$ cat config.mk
export PLATFORM = sky130hd
export DESIGN_NAME = alu_share_arbiter
export DESIGN_NICKNAME = d
export VERILOG_FILES = /design/src/rtl/alu_share_arbiter_pkg.sv /design/src/rtl/alu_share_arbiter_rr_arb2.sv /design/src/rtl/alu_share_arbiter.sv
export SDC_FILE = /design/constraint.sdc
export NUM_CORES = 1
export LEC_CHECK = 0
export CORE_AREA = 2 2 120 122
export CTS_CLUSTER_SIZE = 16
export DETAILED_ROUTE_END_ITERATION = 8
export DIE_AREA = 0 0 122 124
export HOLD_SLACK_MARGIN = 0.08
export PLACE_DENSITY = 0.79
export SETUP_SLACK_MARGIN = 0.15
export SYNTH_ARGS = -nofsm -noshare
export SYNTH_HDL_FRONTEND = slang
export SYNTH_HIERARCHICAL = 1
export SYNTH_SLANG_ARGS = --single-unit
$ cat constraint.sdc
create_clock -name clk -period 2.5 [get_ports clk]
set_input_delay 0.5 -clock clk [delete_from_list [all_inputs] [get_ports clk]]
set_output_delay 0.5 -clock clk [all_outputs]
set_load 0.1 [all_outputs]
$ cat src/rtl/alu_share_arbiter_pkg.sv
// Shared definitions for the two-requester ALU sharing block: ALUop codes,
// FSM state encoding and the round-robin pick helper.
package alu_pkg;

    localparam logic [3:0] ALU_AND = 4'b0100;
    localparam logic [3:0] ALU_OR  = 4'b0101;
    localparam logic [3:0] ALU_XOR = 4'b0110;
    localparam logic [3:0] ALU_NOR = 4'b0111;

    typedef enum logic [1:0] {
        IDLE = 2'd0,
        EXEC = 2'd1,
        RESP = 2'd2
    } state_e;

    // One-hot grant; on contention the requester not served last wins.
    function automatic logic [1:0] rr_pick(input logic [1:0] req, input logic last_grant);
        logic [1:0] gnt;
        if (req == 2'b11) gnt = last_grant ? 2'b01 : 2'b10;
        else              gnt = req;
        return gnt;
    endfunction

endpackage

$ cat src/rtl/alu_share_arbiter_rr_arb2.sv
// Two-way round-robin arbiter, purely combinational. Grants only while enabled,
// so the one-hot output can drive the request readys directly.
module rr_arb2
    import alu_pkg::*;
(
    input  logic       en,
    input  logic [1:0] req,
    input  logic       last_grant,
    output logic [1:0] gnt
);

    always_comb begin
        gnt = 2'b00;
        if (en) gnt = rr_pick(req, last_grant);
    end

endmodule

$ cat src/rtl/alu_share_arbiter.sv
// Shares one external combinational ALU between two valid/ready requesters.
// Optional ALU_FLAGS_EN adds registered rsp_zero / rsp_neg result flags.
module alu_share_arbiter
    import alu_pkg::*;
#(
    parameter int WIDTH = 32,
    parameter int OP_W  = 4
) (
    input  logic             clk,
    input  logic             rst_n,
    input  logic             req0_valid,
    output logic             req0_ready,
    input  logic [WIDTH-1:0] req0_a,
    input  logic [WIDTH-1:0] req0_b,
    input  logic [OP_W-1:0]  req0_op,
    input  logic             req1_valid,
    output logic             req1_ready,
    input  logic [WIDTH-1:0] req1_a,
    input  logic [WIDTH-1:0] req1_b,
    input  logic [OP_W-1:0]  req1_op,
    output logic             rsp0_valid,
    input  logic             rsp0_ready,
    output logic [WIDTH-1:0] rsp0_result,
    output logic             rsp1_valid,
    input  logic             rsp1_ready,
    output logic [WIDTH-1:0] rsp1_result,
    output logic [WIDTH-1:0] alu_a,
    output logic [WIDTH-1:0] alu_b,
    output logic [OP_W-1:0]  alu_op,
    input  logic [WIDTH-1:0] alu_result,
`ifdef ALU_FLAGS_EN
    output logic             rsp_zero,
    output logic             rsp_neg,
`endif
    output logic             busy
);

    state_e           state_q, state_d;
    logic             owner_q, owner_d;
    logic             last_q, last_d;
    logic [WIDTH-1:0] a_q, a_d, b_q, b_d, result_q, result_d;
    logic [OP_W-1:0]  op_q, op_d;
    logic [1:0]       gnt;

    rr_arb2 u_arb (
        .en         (state_q == IDLE),
        .req        ({req1_valid, req0_valid}),
        .last_grant (last_q),
        .gnt        (gnt)
    );

    always_comb begin
        state_d  = state_q;
        owner_d  = owner_q;
        last_d   = last_q;
        a_d      = a_q;
        b_d      = b_q;
        op_d     = op_q;
        result_d = result_q;
        case (state_q)
            IDLE: if (|gnt) begin
                owner_d = gnt[1];
                last_d  = gnt[1];
                a_d     = gnt[1] ? req1_a  : req0_a;
                b_d     = gnt[1] ? req1_b  : req0_b;
                op_d    = gnt[1] ? req1_op : req0_op;
                state_d = EXEC;
            end
            EXEC: begin
                result_d = alu_result;
                state_d  = RESP;
            end
            RESP: if (owner_q ? rsp1_ready : rsp0_ready) state_d = IDLE;
            default: state_d = IDLE;
        endcase
    end

    always_ff @(posedge clk or negedge rst_n) begin
        if (!rst_n) begin
            state_q  <= IDLE;
            owner_q  <= 1'b0;
            last_q   <= 1'b1;
            a_q      <= '0;
            b_q      <= '0;
            op_q     <= '0;
            result_q <= '0;
        end else begin
            state_q  <= state_d;
            owner_q  <= owner_d;
            last_q   <= last_d;
            a_q      <= a_d;
            b_q      <= b_d;
            op_q     <= op_d;
            result_q <= result_d;
        end
    end

`ifdef ALU_FLAGS_EN
    logic zero_q, zero_d, neg_q, neg_d;

    // Flags are captured on the same edge as result_q so they track it exactly.
    always_comb begin
        zero_d = zero_q;
        neg_d  = neg_q;
        if (state_q == EXEC) begin
            zero_d = (alu_result == '0);
            neg_d  = alu_result[WIDTH-1];
        end
    end

    always_ff @(posedge clk or negedge rst_n) begin
        if (!rst_n) begin
            zero_q <= 1'b0;
            neg_q  <= 1'b0;
        end else begin
            zero_q <= zero_d;
            neg_q  <= neg_d;
        end
    end

    assign rsp_zero = zero_q;
    assign rsp_neg  = neg_q;
`endif

    assign req0_ready  = gnt[0];
    assign req1_ready  = gnt[1];
    assign rsp0_valid  = (state_q == RESP) && !owner_q;
    assign rsp1_valid  = (state_q == RESP) &&  owner_q;
    assign rsp0_result = result_q;
    assign rsp1_result = result_q;
    assign alu_a       = a_q;
    assign alu_b       = b_q;
    assign alu_op      = op_q;
    assign busy        = (state_q != IDLE);

endmodule
==> impl_metrics.yaml, run 1 <==
outcome:
  run_status: "complete, no violations"
worst_setup_path:
  startpoint_type: "input port"
  capturing_element_type_of_the_critical_path: "primary output"
  cp_common_cell: "sky130_fd_sc_hd__buf_12"
  cpPeakStageDelay_ns: 0.54
  ff2ff_path_depth: 7
  worst_path_dominant_cell_family: "buffers and inverters"
  critical_path.startpoint: "req1_valid"
  required_ns: 2.00
  crit_type: "in2out"
  worstPathBufferInverterCount: 3
  rr_startpoint: "state_q[1]"
  critical_path.max_fanout: 21
  critical_path_depth: 5
  worstPathCellList: "clkdlybuf4s50_1 > nand2_2 > a21oi_4 > buf_12 > buf_12"
  worst_path_arrival_ns: 1.71
  library_cell_contributing_the_largest_single_delay_on_the_critical_path: "sky130_fd_sc_hd__clkdlybuf4s50_1"
  r2r-end: "alu_a[10]"
  setup.reg_to_reg.worst_slack_ns: 0.42
placed_design:
  gpl.final_weighted_congestion: 0.827
  buffer_ports.inserted: 310
  dp_hpwl_um: 10900
synthesis:
  synth.cells.most_frequent: "160 x sky130_fd_sc_hd__mux2_2, 103 x sky130_fd_sc_hd__dfrtp_1, 32 x sky130_fd_sc_hd__buf_4, 10 x sky130_fd_sc_hd__buf_2, 9 x sky130_fd_sc_hd__mux2_4"
  yosys.area.top_type_share: 0.516
  yosys.area.top_type: "sky130_fd_sc_hd__dfrtp_1"
  yosysWarningCount: 6
  syn_area_um2: 4990
  ys_seq_elements: 104
  ys_top_cells_by_area: "sky130_fd_sc_hd__dfrtp_1 52%, sky130_fd_sc_hd__mux2_2 36%, sky130_fd_sc_hd__buf_4 4.8%"
  syn_area_per_cell_um2: 14.6
  ys_seq_area_frac: 0.522
  mappedNetlistNets: 516
  synth_flop_cell: "sky130_fd_sc_hd__dfrtp_1"
  synth_cells: 342
  synth-edff-count: 0
  synth_async_sr_flop_share: 1.00
  synth_cell_type_count: 17
  post-synth-top-count-cell: "sky130_fd_sc_hd__mux2_2"
final_layout:
  area_growth_syn_to_layout_pct: 63.7
  final_nets: 801
  post_route_cells_drive_above_1_share: 0.544
  diodes: 0
floorplanning:
  core_area_um2: 13700
  die_width_um: 122
  io-pin-count: 311
  fp-row-count: 43
  floorplan.die_area_um2: 15100
  start_util: 0.364
  vertical_die_dimension_um: 124
route:
  drt_iter0_markers: 75
  wire_per_inst_um: 17.3
  vias_per_cell: 4.59
  routed-via-count: 3729
  routed_wl_um: 14100
  drt.antenna.violating_nets: 0
  drc: 0
  firstDrtPassIters: 4
timing:
  timing.final.setup_violations: 0
  unrepaired_setup_endpoints_after_global_routing: "no"
  slew-limit-headroom: 0.652
  final.setup_skew_ns: 0.00671
  hold_viol: 0
  fmaxAchievable_mhz: 452
  shortest_clock_period_the_worst_path_allows_after_layout_ns: 2.21
  final-max-slew-violation-count: 0
  fin_tns_setup_ns: 0
  worst_pin_slew_ns: 0.522
  final.period_utilization: 0.885
clock_tree:
  ctsLongestPathBuffers: 2
  clkLatencyLatePin_ns: 0.34
  h-tree-depth: 3
  cts_tree: "done"
  clock-sinks: 104
  cts_made_buffers: 9
  clk_pin_slew_worst_paths_ns: 0.07
  root_buffer: "sky130_fd_sc_hd__clkbuf_16"
  post_cts_resized: 0
run:
  cap_violations: 0
grt:
  first_global_vias: 3985
  grt_antenna_before_repair: 0
  grt_start_max_net_pins: 49
  grt_pass1_wl_um: 20800
  overflow_left_after_global_routing: 0
  global_route_usage_over_all_layers: 0.182
hold_path:
  holdCritPathClass: "in2async"
[sequential cells by signal (all words and copies together), names as in the netlist]
name         flops
last_q           1
alu_a           32
state_q          2
alu_b           32
alu_op           4
owner_q          1
rsp0_result     32
[routing by layer]
| metal | vias up | share of wire | global-route usage |
|---|---|---|---|
| li1 | 1734 | - | - |
| met1 | 1821 | 0.38 | 0.203 |
| met2 | 158 | 0.53 | 0.336 |
| met3 | 16 | 0.076 | 0.0467 |
| met4 | 0 | 0.015 | 0.0625 |
| met5 | - | 0 | 0 |
[worst max path at each step]
stage	endpoint	slack, ns
floorplan	alu_a[10]	0.15
global placement	alu_b[2]	0.12
detailed placement	alu_b[1]	0.09
CTS	req1_ready	0.17
global route	req1_ready	0.23
finish	req1_ready	0.29
[worst reg2reg max path: cells and delay by family (launching register included)]
kind | cells | cell delay [ns]
muxes | 2 | 0.62
buffers and inverters | 2 | 0.45
DFF | 1 | 0.41
and+or+nand+nor | 2 | 0.30
AOI/OAI and AO/OA | 1 | 0.19
[logic make-up after synthesis]
family          share of synthesized area
flops                               0.522
buf+inv                            0.0739
mux                                 0.388
simple gates                      0.00852
compound gates                    0.00802
[final cells by class]
type,instances,area (µm²)
Tap cell,180,225
Sequential cell,104,2600
Clock inverter,5,32.5
Clock buffer,11,243
Fill cell,1114,5550
Multi-Input combinational cell,183,2050
Timing Repair Buffer,326,3000
Inverter,3,11.3
[cell usage in the layout, fill, tap and decap left out, types with 3 or more instances in the layout]
cell type and instances:
sky130_fd_sc_hd__inv_1 3, sky130_fd_sc_hd__clkinvlp_4 3, sky130_fd_sc_hd__clkbuf_16 9, sky130_fd_sc_hd__buf_12 8, sky130_fd_sc_hd__mux2_2 160, sky130_fd_sc_hd__mux2_4 9
sky130_fd_sc_hd__clkdlybuf4s50_1 172, sky130_fd_sc_hd__dfrtp_1 103, sky130_fd_sc_hd__buf_4 145
[stage by stage]
stage,utilization,hold WS (ns),setup WS (ns),cell area (µm²),cells
floorplan,-,0.204,0.155,5030,342
global placement,0.571,0.492,0.117,7840,792
detailed placement,0.571,0.496,0.0886,7840,792
CTS,0.594,0.144,0.167,8150,809
global route,0.596,0.158,0.226,8170,812
finish,0.596,0.132,0.288,8170,812
[repair_timing]
item / 4_1_cts / 5_1_grt
gates cloned: 1 / 0
endpoints found under the setup margin: 1 / 1
hold buffers: 0 / 0
buffers inserted: 0 / 3
Power of run 1 is not shown: default switching activity piles up to over one toggle a cycle in this logic, so the estimate is an artifact.
==> run 2: changes to the inputs <==
CORE_AREA = unset   (was 2 2 120 122)
CORE_MARGIN = 1.5   (was unset)
CORE_UTILIZATION = 38   (was unset)
DIE_AREA = unset   (was 0 0 122 124)
PLACE_DENSITY = 0.81   (was 0.79)
SYNTH_HIERARCHICAL = unset   (was 1)
==> run 2 against run 1 <==
Compared with the run above: cell area is 0.49% higher; critical path depth is 1 lower; via count is 40% higher; flip-flop and latch count stayed put; wire length is 29% higher; final cell count is 16% higher; worst setup slack better by 0.011 ns; utilization is 1.7 points higher; first-iteration DRC count grew to 4.8 times the previous value; critical path type is now reg2out; critical endpoint is now req0_ready.
==> impl_metrics.yaml, run 2 <==
clock_tree:
  cts_made_buffers: 9
  root_buffer: "sky130_fd_sc_hd__clkbuf_16"
  clkLatencyLatePin_ns: 0.35
  clock-sinks: 104
  cts_setup_buffers: 0
  h-tree-depth: 3
  ctsLongestPathBuffers: 2
  cts_tree: "done"
  clk_pin_slew_worst_paths_ns: 0.08
synthesis:
  synth_cells: 515
  synth_flop_cell: "sky130_fd_sc_hd__dfrtp_1"
  syn_area_um2: 5280
  ys_seq_area_frac: 0.493
  synth-edff-count: 0
  ys_seq_elements: 104
  syn_area_per_cell_um2: 10.2
  synth.cells.most_frequent: "103 x sky130_fd_sc_hd__dfrtp_1, 70 x sky130_fd_sc_hd__inv_1, 68 x sky130_fd_sc_hd__o2111ai_1, 68 x sky130_fd_sc_hd__o211ai_1, 51 x sky130_fd_sc_hd__o21ai_0"
  synth_async_sr_flop_share: 1.00
  ys_top_cells_by_area: "sky130_fd_sc_hd__dfrtp_1 49%, sky130_fd_sc_hd__o2111ai_1 11%, sky130_fd_sc_hd__o211ai_1 9.7%"
  mappedNetlistNets: 689
  synth_cell_type_count: 22
  yosys.area.top_type: "sky130_fd_sc_hd__dfrtp_1"
  yosys.area.top_type_share: 0.488
  yosysWarningCount: 0
  post-synth-top-count-cell: "sky130_fd_sc_hd__dfrtp_1"
timing:
  final-max-slew-violation-count: 0
  shortest_clock_period_the_worst_path_allows_after_layout_ns: 2.20
  hold_viol: 0
  worst_pin_slew_ns: 1.05
  slew-limit-headroom: 0.297
  final.period_utilization: 0.880
  final.setup_skew_ns: 0.0126
  fmaxAchievable_mhz: 454
  unrepaired_setup_endpoints_after_global_routing: "no"
  timing.final.setup_violations: 0
  fin_tns_setup_ns: 0
final_layout:
  area_growth_syn_to_layout_pct: 55.6
  fillerInstances: 1075
  total_area_of_multi_input_combinational_cells_um2: 1910
  final_nets: 938
  post_route_cells_drive_above_1_share: 0.237
  diodes: 0
  fin_area_um2: 8210
  mostFrequentLayoutCell: "sky130_fd_sc_hd__clkdlybuf4s50_1"
  mostFrequentLayoutCells: "171 x sky130_fd_sc_hd__clkdlybuf4s50_1, 148 x sky130_fd_sc_hd__buf_4, 103 x sky130_fd_sc_hd__dfrtp_1"
  register_area_um2: 2600
placed_design:
  buffer_ports.inserted: 310
  gpl.final_weighted_congestion: 0.763
  dpl-instance-area_um2: 7930
  dp_hpwl_um: 13200
worst_setup_path:
  capturing_element_type_of_the_critical_path: "primary output"
  crit_type: "reg2out"
  critical_path.max_fanout: 20
  required_ns: 2.00
  startpoint_type: "flop"
  worst_path_arrival_ns: 1.70
grt:
  grt_pass1_wl_um: 27600
  overflow_left_after_global_routing: 0
  grt_start_max_net_pins: 72
  global_route_usage_over_all_layers: 0.243
  first_global_vias: 5178
  grt_antenna_before_repair: 0
floorplanning:
  die_width_um: 121
  core_area_um2: 13400
  vertical_die_dimension_um: 121
  io-pin-count: 311
  fp-row-count: 42
  start_util: 0.394
  floorplan.die_area_um2: 14600
route:
  routed_wl_um: 18200
  vias_per_cell: 5.53
  firstDrtPassIters: 4
  drt.antenna.violating_nets: 0
  routed-via-count: 5225
  drc: 0
  wire_per_inst_um: 19.2
  drt_iter0_markers: 358
run:
  cap_violations: 0
outcome:
  run_status: "complete, no violations"
hold_path:
  holdCritPathClass: "in2async"
run 2: per-stage QoR:
stage	std cells	hold WS (ns)	worst slack [ns]	utilization
floorplan	515	0.204	0.177	-
global placement	929	0.461	0.136	0.592
detailed placement	929	0.472	0.0234	0.592
CTS	945	0.0889	0.199	0.613
global route	945	0.112	0.196	0.613
finish	945	0.0749	0.299	0.613
run 2: path summary, 6_finish.rpt:
check | start | endpoint | slack [ns] | cells past startpoint
worst min register to register | rsp0_result[14] | rsp0_result[14] | 0.53 | 1
worst max-delay path | state_q[1] | req0_ready | 0.30 | 4
worst min-delay path | rst_n | alu_a[29] | 0.07 | 1
min in group clk | rsp0_result[14] | rsp0_result[14] | 0.53 | 1
max in group asynchronous | rst_n | last_q | 1.70 | 2
worst max register to register | state_q[1] | alu_op[3] | 0.70 | 5
run 2: cell type report:
| type | count | area share |
|---|---|---|
| clock buffer | 9 | 0.0274 |
| clock inverter | 7 | 0.00671 |
| inverter | 73 | 0.0334 |
| multi-input combinational | 251 | 0.233 |
| sequential | 104 | 0.317 |
| tap | 176 | 0.0268 |
| timing repair buffer | 325 | 0.356 |
run 2: routing by layer:
layer / global-route usage / vias up / share of wire
li1: - / 2370 / -
met1: 0.280 / 2510 / 0.37
met2: 0.430 / 302 / 0.51
met3: 0.0557 / 43 / 0.088
met4: 0.110 / 0 / 0.032
met5: 0 / - / 0
run 2: logic make-up (layout without fill, tap and decap cells):
group,count (synthesis),after routing,synth area share
AO/OA/AOI/OAI,209,209,0.279
buffers and inverters,160,414,0.146
flip-flops,104,104,0.493
multiplexers,33,33,0.0704
AND/OR/NAND/NOR,9,9,0.0104
run 2: what timing repair did:
action,in CTS,in global routing
setup endpoints to repair,1,1
hold buffers,0,0
resized for setup,1,1
run 2: critical path, stage by stage, from the launching register on:
cell                      delay (ns)
sky130_fd_sc_hd__dfrtp_1        0.41
sky130_fd_sc_hd__nor2_4         0.32
sky130_fd_sc_hd__inv_2          0.27
sky130_fd_sc_hd__nor2_4         0.17
sky130_fd_sc_hd__buf_12         0.18
Power of run 2 is left out for the same reason.
